<file path="src/rtl/vm_pkg.sv">
`default_nettype none
// ============================================================================
// Module      : vm_pkg
// Description : Shared definitions for the multi-product vending machine:
//               FSM state encodings, the price step and the price function.
//               Optional feature macro used by this block: VM_RESTOCK_EN.
// Revision    : 1.0 - initial release
// ============================================================================
package vm_pkg;

  localparam int          c_ST_W      = 3;
  localparam logic [2:0]  c_ST_IDLE     = 3'd0;
  localparam logic [2:0]  c_ST_SELECT   = 3'd1;
  localparam logic [2:0]  c_ST_PAY      = 3'd2;
  localparam logic [2:0]  c_ST_DISPENSE = 3'd3;
  localparam logic [2:0]  c_ST_CHANGE   = 3'd4;
  localparam logic [2:0]  c_ST_REFUND   = 3'd5;

  // Each product costs one step more than the previous one.
  localparam int unsigned c_PRICE_STEP = 10;

  // Full-width price; callers truncate to their value width.
  function automatic int unsigned vm_price(input int unsigned code);
    return c_PRICE_STEP * (code + 32'd1);
  endfunction

endpackage
`default_nettype wire

</file>
<file path="src/rtl/vm_inventory.sv">
`default_nettype none
// ============================================================================
// Module      : vm_inventory
// Description : Per-product stock counters. Reports whether the selected
//               product is unavailable, decrements a slot on dispense and,
//               when VM_RESTOCK_EN is defined, applies saturating restocks.
// Ports       : clk, rst          - clock, async active-high reset
//               i_sel_code        - product being queried
//               o_stock_zero      - selected product invalid or out of stock
//               i_dec_en/code     - decrement one unit of a product
//               i_restock_en/code/qty (VM_RESTOCK_EN only) - add stock
// Revision    : 1.0 - initial release
// ============================================================================
module vm_inventory
  import vm_pkg::*;
#(
  parameter int NUM_PRODUCTS = 8,
  parameter int CODE_W       = 3,
  parameter int STOCK_W      = 4,
  parameter int INIT_STOCK   = 5
) (
  input  logic              clk,
  input  logic              rst,
  input  logic [CODE_W-1:0] i_sel_code,
  output logic              o_stock_zero,
  input  logic              i_dec_en,
  input  logic [CODE_W-1:0] i_dec_code
`ifdef VM_RESTOCK_EN
  ,
  input  logic               i_restock_en,
  input  logic [CODE_W-1:0]  i_restock_code,
  input  logic [STOCK_W-1:0] i_restock_qty
`endif
);

  logic [STOCK_W-1:0] r_stock [NUM_PRODUCTS];
  logic [STOCK_W-1:0] w_sel_stock;
  logic               w_sel_valid;

  // Decoded read: codes with no matching slot read as invalid.
  always_comb begin
    w_sel_stock = '0;
    w_sel_valid = 1'b0;
    for (int i = 0; i < NUM_PRODUCTS; i++) begin
      if (i_sel_code == CODE_W'(i)) begin
        w_sel_stock = r_stock[i];
        w_sel_valid = 1'b1;
      end
    end
  end

  assign o_stock_zero = !w_sel_valid || (w_sel_stock == '0);

`ifdef VM_RESTOCK_EN
  function automatic logic [STOCK_W-1:0] sat_add(input logic [STOCK_W-1:0] a,
                                                 input logic [STOCK_W-1:0] b);
    logic [STOCK_W:0] s;
    s = {1'b0, a} + {1'b0, b};
    return s[STOCK_W] ? '1 : s[STOCK_W-1:0];
  endfunction
`endif

  // Dispense and restock never coincide (restock is IDLE-only), so the
  // decrement simply takes precedence.
  always_ff @(posedge clk or posedge rst) begin
    if (rst) begin
      for (int i = 0; i < NUM_PRODUCTS; i++) begin
        r_stock[i] <= STOCK_W'(INIT_STOCK);
      end
    end else begin
      for (int i = 0; i < NUM_PRODUCTS; i++) begin
        if (i_dec_en && (i_dec_code == CODE_W'(i))) begin
          if (r_stock[i] != '0) begin
            r_stock[i] <= r_stock[i] - STOCK_W'(1);
          end
        end
`ifdef VM_RESTOCK_EN
        else if (i_restock_en && (i_restock_code == CODE_W'(i))) begin
          r_stock[i] <= sat_add(r_stock[i], i_restock_qty);
        end
`endif
      end
    end
  end

endmodule
`default_nettype wire

</file>
<file path="src/rtl/vending_machine_multi.sv">
`default_nettype none
// ============================================================================
// Module      : vending_machine_multi
// Description : Multi-product vending controller. Captures a selection,
//               collects coins (one per cycle) or an online confirmation,
//               dispenses, returns change, and refunds on cancel/timeout.
//               Optional feature: define VM_RESTOCK_EN to add restock ports.
// Ports       : clk, rst                     - clock, async active-high reset
//               i_start, i_product_code      - begin transaction / selection
//               i_coin_valid, i_coin_value   - coin strobe and value
//               i_online_payment, i_cancel   - external payment / abort
//               o_state, o_product_price, o_credit - status
//               o_dispense_product, o_dispense_code - dispenser pulse
//               o_return_change, o_change_valid     - change actuator pulse
//               o_coin_reject, o_sold_out           - rejection pulses
//               i_restock_* (VM_RESTOCK_EN only)    - stock replenishment
// Revision    : 1.0 - initial release
// ============================================================================
module vending_machine_multi
  import vm_pkg::*;
#(
  parameter int NUM_PRODUCTS   = 8,
  parameter int CODE_W         = 3,
  parameter int VALUE_W        = 8,
  parameter int STOCK_W        = 4,
  parameter int INIT_STOCK     = 5,
  parameter int TIMEOUT_CYCLES = 100
) (
  input  logic               clk,
  input  logic               rst,
  input  logic               i_start,
  input  logic [CODE_W-1:0]  i_product_code,
  input  logic               i_coin_valid,
  input  logic [VALUE_W-1:0] i_coin_value,
  input  logic               i_online_payment,
  input  logic               i_cancel,
`ifdef VM_RESTOCK_EN
  input  logic               i_restock_valid,
  input  logic [CODE_W-1:0]  i_restock_code,
  input  logic [STOCK_W-1:0] i_restock_qty,
`endif
  output logic [2:0]         o_state,
  output logic [VALUE_W-1:0] o_product_price,
  output logic [VALUE_W-1:0] o_credit,
  output logic               o_dispense_product,
  output logic [CODE_W-1:0]  o_dispense_code,
  output logic [VALUE_W-1:0] o_return_change,
  output logic               o_change_valid,
  output logic               o_coin_reject,
  output logic               o_sold_out
);

  localparam int c_TMR_W = $clog2(TIMEOUT_CYCLES + 1);

  logic [c_ST_W-1:0]  r_state;
  logic [c_ST_W-1:0]  w_state_nxt;
  logic [CODE_W-1:0]  r_code;
  logic [VALUE_W-1:0] r_price;
  logic [VALUE_W-1:0] r_credit;
  logic [c_TMR_W-1:0] r_timer;
  logic               r_online;

  logic               w_stock_zero;
  logic               w_sel_bad;
  logic [VALUE_W-1:0] w_price;
  logic               w_paid;
  logic               w_leave;
  logic [VALUE_W:0]   w_coin_sum;
  logic               w_coin_ovf;
  logic               w_coin_accept;
  logic               w_timeout;
  logic [VALUE_W-1:0] w_change_amt;
  logic               w_dec_en;

  // --------------------------------------------------------------------------
  // Datapath helpers
  // --------------------------------------------------------------------------
  assign w_price    = VALUE_W'(vm_price(32'(r_code)));
  assign w_sel_bad  = (32'(r_code) >= 32'(NUM_PRODUCTS)) || w_stock_zero;
  assign w_paid     = (r_credit >= r_price);
  // Any condition that ends PAY this cycle; a coin arriving in that cycle
  // would otherwise be silently swallowed, so it is refused instead.
  assign w_leave    = i_cancel || i_online_payment || w_paid;
  assign w_coin_sum = {1'b0, r_credit} + {1'b0, i_coin_value};
  assign w_coin_ovf = w_coin_sum[VALUE_W];
  assign w_coin_accept = (r_state == c_ST_PAY) && i_coin_valid &&
                         !w_leave && !w_coin_ovf;
  assign w_timeout  = (r_timer == c_TMR_W'(TIMEOUT_CYCLES - 1)) && !w_coin_accept;
  // Online payment covers the price, so all coin credit goes back.
  assign w_change_amt = r_online ? r_credit : (r_credit - r_price);
  assign w_dec_en   = (r_state == c_ST_DISPENSE);

  // --------------------------------------------------------------------------
  // Inventory
  // --------------------------------------------------------------------------
`ifdef VM_RESTOCK_EN
  logic w_restock_en;
  assign w_restock_en = i_restock_valid && (r_state == c_ST_IDLE);
`endif

  vm_inventory #(
    .NUM_PRODUCTS (NUM_PRODUCTS),
    .CODE_W       (CODE_W),
    .STOCK_W      (STOCK_W),
    .INIT_STOCK   (INIT_STOCK)
  ) u_inv (
    .clk            (clk),
    .rst            (rst),
    .i_sel_code     (r_code),
    .o_stock_zero   (w_stock_zero),
    .i_dec_en       (w_dec_en),
    .i_dec_code     (r_code)
`ifdef VM_RESTOCK_EN
    ,
    .i_restock_en   (w_restock_en),
    .i_restock_code (i_restock_code),
    .i_restock_qty  (i_restock_qty)
`endif
  );

  // --------------------------------------------------------------------------
  // FSM: state register
  // --------------------------------------------------------------------------
  always_ff @(posedge clk or posedge rst) begin
    if (rst) begin
      r_state <= c_ST_IDLE;
    end else begin
      r_state <= w_state_nxt;
    end
  end

  // --------------------------------------------------------------------------
  // FSM: next state
  // --------------------------------------------------------------------------
  always_comb begin
    w_state_nxt = r_state;
    case (r_state)
      c_ST_IDLE: begin
        if (i_start) begin
          w_state_nxt = c_ST_SELECT;
        end
      end
      c_ST_SELECT: begin
        w_state_nxt = w_sel_bad ? c_ST_IDLE : c_ST_PAY;
      end
      c_ST_PAY: begin
        if (i_cancel) begin
          w_state_nxt = c_ST_REFUND;
        end else if (i_online_payment || w_paid) begin
          w_state_nxt = c_ST_DISPENSE;
        end else if (w_timeout) begin
          w_state_nxt = c_ST_REFUND;
        end
      end
      c_ST_DISPENSE: w_state_nxt = c_ST_CHANGE;
      c_ST_CHANGE:   w_state_nxt = c_ST_IDLE;
      c_ST_REFUND:   w_state_nxt = c_ST_IDLE;
      default:       w_state_nxt = c_ST_IDLE;
    endcase
  end

  // --------------------------------------------------------------------------
  // Transaction registers: selection, price, credit, idle timer
  // --------------------------------------------------------------------------
  always_ff @(posedge clk or posedge rst) begin
    if (rst) begin
      r_code   <= '0;
      r_price  <= '0;
      r_credit <= '0;
      r_timer  <= '0;
      r_online <= 1'b0;
    end else begin
      case (r_state)
        c_ST_IDLE: begin
          if (i_start) begin
            r_code <= i_product_code;
          end
        end
        c_ST_SELECT: begin
          if (!w_sel_bad) begin
            r_price <= w_price;
          end
          r_timer  <= '0;
          r_online <= 1'b0;
        end
        c_ST_PAY: begin
          if (w_coin_accept) begin
            r_credit <= w_coin_sum[VALUE_W-1:0];
            r_timer  <= '0;
          end else begin
            r_timer  <= r_timer + c_TMR_W'(1);
          end
          if (!i_cancel && i_online_payment) begin
            r_online <= 1'b1;
          end
        end
        c_ST_CHANGE, c_ST_REFUND: begin
          r_credit <= '0;
          r_price  <= '0;
          r_online <= 1'b0;
        end
        default: ;
      endcase
    end
  end

  // --------------------------------------------------------------------------
  // FSM: outputs
  // --------------------------------------------------------------------------
  always_comb begin
    o_dispense_product = 1'b0;
    o_dispense_code    = '0;
    o_return_change    = '0;
    o_change_valid     = 1'b0;
    o_sold_out         = 1'b0;
    // Refusal is immediate so the acceptor can eject the coin this cycle.
    o_coin_reject      = !rst && i_coin_valid && !w_coin_accept;
    case (r_state)
      c_ST_SELECT: o_sold_out = w_sel_bad;
      c_ST_DISPENSE: begin
        o_dispense_product = 1'b1;
        o_dispense_code    = r_code;
      end
      c_ST_CHANGE: begin
        o_return_change = w_change_amt;
        o_change_valid  = (w_change_amt != '0);
      end
      c_ST_REFUND: begin
        o_return_change = r_credit;
        o_change_valid  = (r_credit != '0);
      end
      default: ;
    endcase
  end

  assign o_state         = r_state;
  assign o_product_price = r_price;
  assign o_credit        = r_credit;

endmodule
`default_nettype wire

</file>
<file path="config.mk">
export PLATFORM = sky130hd
export DESIGN_NAME = vending_machine_multi
export DESIGN_NICKNAME = d
export VERILOG_FILES = /design/src/rtl/vm_pkg.sv /design/src/rtl/vm_inventory.sv /design/src/rtl/vending_machine_multi.sv
export SDC_FILE = /design/constraint.sdc
export NUM_CORES = 1
export LEC_CHECK = 0
export ABC_AREA = 1
export CORE_MARGIN = 1
export CORE_UTILIZATION = 40
export CTS_BUF_LIST = sky130_fd_sc_hd__clkbuf_8
export DETAILED_ROUTE_END_ITERATION = 10
export PLACE_DENSITY = 0.7
export SYNTH_ARGS = -nofsm -noshare
export SYNTH_HDL_FRONTEND = slang
export SYNTH_SLANG_ARGS = --single-unit
</file>
<file path="constraint.sdc">
create_clock -name clk -period 2.6 [get_ports clk]
set_input_delay 0.52 -clock clk [delete_from_list [all_inputs] [get_ports clk]]
set_output_delay 0.52 -clock clk [all_outputs]
set_load 0.005 [all_outputs]
</file>
Yosys cells after proc, flatten, opt, wreduce, memory -nomap -nowiden
Cells that the tools add are included.

Muxes and demuxes: 36. $add $sub $neg: 12. Multipliers: 1. Equality and inequality tests: 18. $lt $le $gt $ge: 1. Reductions and logical operators: 57.

Operator list (number): case mux 8 bit (2 select lines) (3); two-way mux 4 bit (8); nonzero test 4 bit (8); subtractor 4 x 1 -> 4 bit, second input constant (8); AND reduction 2 bit (13); two-way mux 8 bit (3); == test 3 bit, second input constant (6); nonzero test 8 bit (2); logical AND 1 bit (15); two-way mux 3 bit (5); case mux 7 bit (2 select lines) (1); == test 3 x 2 -> 1 bit, second input constant (4); case mux 3 bit (4 select lines) (1); two-way mux 1 bit (11); adder 8 x 8 -> 9 bit (1); >= comparator 8 bit (1); nonzero test 2 bit (4); subtractor 8 bit (1); adder 7 x 1 -> 7 bit, second input constant (1); == test 7 bit, second input constant (1); multiplier 3 x 4 -> 7 bit, first input constant (1); two-way mux 7 bit (1); == test 3 x 1 -> 1 bit, second input constant (2); logical NOT 1 bit (6); other kinds (11) (18).

Flip-flop bits (word level): 62. Output and inout bits: 34. Bits of input ports: 17. Logic and storage cells: 139.

Logic depth before layout (Yosys ltp)
Word-level depth: 13. Depth in mapped cells: 17. Gate-level depth less buffers: 17.

Hierarchy
From an unflattened synthesis, not the netlist that was laid out.

Cells, all modules: 566. Area total of the unflattened synthesis: 4372.9 um^2.

Modules (own cells, without submodules): vending_machine_multi (cells each 346, seq. area each 725.7 um^2, instances 1, area an instance 2537.4 um^2); vm_inventory (cells each 220, seq. area each 820.8 um^2, instances 1, area an instance 1835.5 um^2).

Worst setup path before layout
OpenSTA, ideal clock, no wires.

Path kind: input to output. Start: input port rst. End: output port o_coin_reject. Slack: 0.032 ns. Arrival time: 2.048 ns. Data required time: 2.080 ns. Cell stages on the path: 3. Path buffers: 0. Cell sequence: inv_1 -> nand3_1 -> inv_1.

Longest elaborated chain between the ends: 3.

Ends and longest elaborated chain: from (decl) (RTL line vending_machine_multi.sv:30) `input logic rst,`; logical NOT 1 bit (no source line); logical AND 1 bit (2 in series) (RTL line vending_machine_multi.sv:217) `o_coin_reject = !rst && i_coin_valid && !w_coin_accept;`; to (decl) (RTL line vending_machine_multi.sv:49) `output logic o_coin_reject,`.

No other way between the ends.

Worst setup path after layout
Start: register r_credit[1], in the netlist o_credit[1]. End: output port o_change_valid.

Longest elaborated chain between the ends: 4. Elaborated cells on any way between the ends: 5. Those cells by class: 1 x add/sub; 2 x mux; 2 x reduce/logical.

Ends and longest elaborated chain: from (decl) (RTL line vending_machine_multi.sv:59) `logic [VALUE_W-1:0] r_credit;`; from (signal assigned) (RTL line vending_machine_multi.sv:188) `r_credit <= w_coin_sum[VALUE_W-1:0];`; subtractor 8 bit (RTL line vending_machine_multi.sv:90) `assign w_change_amt = r_online ? r_credit : (r_credit - r_price);`; two-way mux 8 bit (RTL line vending_machine_multi.sv:90); nonzero test 8 bit (RTL line vending_machine_multi.sv:226) `o_change_valid = (w_change_amt != '0);`; case mux 1 bit (2 select lines) (*) (RTL line vending_machine_multi.sv:218) `case (r_state)`; to (decl) (RTL line vending_machine_multi.sv:48) `output logic o_change_valid,`.

Mark *: on every way between the ends. The rest lies on a longest branch, timed or not.

==> qor.yml <==
route:
  drt_first_pass_iters: 4
  via_per_inst: 4.99
  ant_nets: 0
  via_count: 4013
  drt_iter0_drc: 193
  wl_per_cell_um: 13.6
  postRouteWirelength_um: 10900
  drc_errors: 0
synthesis:
  synth_most_common_cell: "nand2_1"
  synth-seq-area-share_pct: 36.3
  synth_top_cell_area_share_pct: 26.4
  synth_area_leaders: "dfrtp_1 (26%), ha_1 (12%), dfstp_2 (9.9%)"
  synth.largest_area_cell: "dfrtp_1"
  yosys_warnings: 0
  synth-simple-area-share_pct: 25.7
  syn-instance-count: 534
  synth-xor-area-share_pct: 6.16
  synthArstFlopShare_pct: 100
  synth.distinct_cells: 42
  synth_top_family_by_area: "simple AND/OR/NAND/NOR gates"
  synth_seq_cells: 61
  synthAdderAreaFrac_pct: 13.3
  synth_compound_area_share_pct: 9.74
  syn_area_mm2: 0.00426
  synth_top_flop_cell: "dfrtp_1"
  syn-num-nets: 595
  synth.avg_cell_area_um2: 7.99
  synthTopCellsByCount: "nand2_1 (92), inv_1 (84), dfrtp_1 (45), ha_1 (42), nand3_1 (42)"
  synthMuxAreaShare_pct: 0.235
  synth-edff-count: 0
placement:
  port_buffers: 49
  hpwlAfterDp_um: 8030
  placed_cell_area_mm2: 0.00533
  gp_congestion: 0.894
  place_inst: 772
clock_tree:
  clk_latency_ns: 0.35
  tritoncts: "done"
  cts_buffers: 9
  clk_pin_slew_worst_paths_ns: 0.07
  clkSinkCount: 61
  clockRootBuffer: "clkbuf_8"
  ctsHtreeMaxLevel: 3
  clock_path_buffers: 2
  hold_buffers: 0
finish:
  fin_cells: 805
  drive_above_1_share_pct: 28.3
  final_cell_area_mm2: 0.00587
  antennaDiodeCount: 0
  area_growth_pct: 37.6
  fillers: 905
  fin_nets: 725
die:
  die_x_um: 105
  die_area_mm2: 0.0111
  core_mm2: 0.0103
  start_util_pct: 41.3
  io_pins: 51
  rows: 37
  fp.dieH_um: 105
pwr:
  clockPowerShare_pct: 14.3
  pwr-share-seq_pct: 21.5
  p_switching_w: 0.00247
  power.leakage_nw: 2.84
  power.total_w: 0.00585
  p_comb_share_pct: 64.2
  swShare_pct: 42.2
  internal_power_w: 0.00338
  vdd_drop_max_mv: 0.507
  powerDensity_mw_per_mm2: 997
sta:
  whs_ns: 0.472
  report.final.slew_viol_count: 0
  setup_violations: 6
  slew_headroom_pct: 48.0
  fin_ws_ns: -0.260
  hold_violations: 0
  layout_min_cycle_time_ns: 2.86
  worst_slew_pin_slew_ns: 0.779
  rsz0062_at_grt: "yes"
  fmax_ghz: 0.350
  finalClockSkew_ns: 0.00895
  fin_crit_sh_pct: 110
setup_path:
  crit_chain: "inv_2 > ha_4 > fa_2 > inv_2 > nand3_2 > nand2_2 > nand2_4 > nand2_2 > a21oi_2 > nand2_1 > nand2_1 > o221ai_2 > nand4_1 > buf_2"
  cp_slowest_cell: "dfrtp_1"
  endpoint: "o_change_valid"
  setup.worst_path.start: "o_credit[1]"
  timing.rr.end: "o_credit[3]"
  cp_max_fo: 2
  r2r_start: "o_credit[3]"
  reg2reg_depth: 12
  cp-start-kind: "flop"
  path_buf_inv: 3
  r2r_slack_ns: 0.17
  required_ns: 2.08
  cp_num_cells: 14
  cp-end-kind: "output port"
  critical_path.max_stage_delay_ns: 0.38
  cp.arrival_ns: 2.34
  critical_path_class: "flop to output port"
  crit_family: "simple AND/OR/NAND/NOR gates"
min_path:
  hold_class: "flop to flop"
job:
  maxCapViolCount: 0
grt:
  track_usage_pct: 20.3
  antenna_found_initial: 0
  grt_max_degree: 62
  grt_first_pass_wirelength_um: 17900
  grt_overflow: 0
  grt_pass1_vias: 3936
status:
  violations: "negative setup slack"
  status: "finished with violations"
worst reg2reg max path, cell delays in order, from the launching register on:
cell and delay [ns]:
dfrtp_1 0.41, buf_4 0.16, ha_1 0.31, a21oi_1 0.19
nand2_2 0.09, buf_4 0.14, nand2_1 0.06, nand2_1 0.05
a21oi_1 0.17, nor2_1 0.05, o21ai_0 0.21, nand3_2 0.21
o22ai_1 0.26
sequential cells by signal, summed over array words and instances (netlist names):
register         count
u_inv.r_stock       32
o_state              3
o_product_price      7
r_online             1
r_timer              7
o_credit             8
r_code               3
metrics by stage:
stage,setup TNS (ns),setup slack [ns],utilization (%)
2_1_floorplan,0,0.0317,-
3_3_place_gp,-1.52,-0.557,51.6
3_5_place_dp,-2.22,-0.615,51.6
4_1_cts,-0.724,-0.239,55.8
5_1_grt,-1.65,-0.380,56.8
6_report,-0.781,-0.260,56.8
power by group through the flow:
stage          registers (W)  logic [W]  clock network, W
6_report             0.00126    0.00376          0.000837
5_1_grt              0.00127    0.00416          0.000893
4_1_cts              0.00125    0.00351          0.000853
3_5_place_dp         0.00124    0.00305                 0
3_3_place_gp         0.00123    0.00298                 0
2_1_floorplan        0.00126    0.00172                 0
cell families after synthesis:
logic type,Yosys count
AOI/OAI and AO/OA,76
xor gates and xnor gates,30
adders and majority gates,44
buffers and inverters,95
DFF,61
muxes,1
other,1
and+or+nand+nor,226
per-layer routing:
metal / up-vias / GRT usage, % / routed length, um
met5: - / 0 / 0
met4: 0 / 5.73 / 159
li1: 2021 / - / -
met3: 16 / 3.77 / 454
met1: 1895 / 24.8 / 4800
met2: 81 / 36.2 / 5520
layout make-up:
class                           count  area, um2  area share (%)
Clock buffer                       10        138            2.35
Clock inverter                      6       53.8           0.917
Inverter                           91        349            5.95
Multi-Input combinational cell    378       2580            44.1
Sequential cell                    61       1550            26.5
Tap cell                          136        170            2.90
Timing Repair Buffer              123       1020            17.4
placed cells by master, fill, tap and decap left out, drive strengths merged:
| cell type | netlist | layout |
|---|---|---|
| o311a | 1 | 1 |
| ha | 42 | 42 |
| clkdlybuf4s50 | 0 | 39 |
| xor2 | 27 | 27 |
| dfstp | 16 | 16 |
| clkbuf | 1 | 11 |
| a21oi | 25 | 25 |
| fa | 2 | 2 |
| nor2 | 42 | 42 |
| nand2 | 97 | 97 |
| o22ai | 10 | 10 |
| a31oi | 3 | 3 |
| and3 | 1 | 1 |
| buf | 3 | 81 |
| xnor2 | 3 | 3 |
| inv | 90 | 91 |
| nand4 | 19 | 19 |
| o21ai | 34 | 34 |
| dlygate4sd2 | 0 | 2 |
| clkinv | 1 | 5 |
| nor3 | 10 | 10 |
| bufinv | 0 | 1 |
| o221ai | 2 | 2 |
| dfrtp | 45 | 45 |
| conb | 1 | 1 |
| nand3 | 46 | 46 |
| nor4 | 5 | 5 |
| nand3b | 2 | 2 |
| o211ai | 1 | 1 |
| mux2i | 1 | 1 |
| or2 | 3 | 3 |
| and2 | 1 | 1 |
how the worst min path moves through the flow:
stage	start	end	slack [ns]	cells after the start
after detailed placement	u_inv.r_stock[3]	u_inv.r_stock[3]	0.46	1
final	u_inv.r_stock[15]	u_inv.r_stock[15]	0.47	1
after global placement	u_inv.r_stock[3]	u_inv.r_stock[3]	0.46	1
after floorplan	u_inv.r_stock[15]	u_inv.r_stock[15]	0.44	1
after global routing	u_inv.r_stock[7]	u_inv.r_stock[7]	0.48	1
after CTS	u_inv.r_stock[7]	u_inv.r_stock[7]	0.47	1
what timing repair did:
action                                  4_1_cts  5_1_grt
hold endpoints to repair                      0        0
setup buffers                                14        7
pin swaps                                    25       22
endpoints found under the setup margin       10       10
gates resized for setup                      84       24
Note: power is estimated with default switching activity, not from simulation.
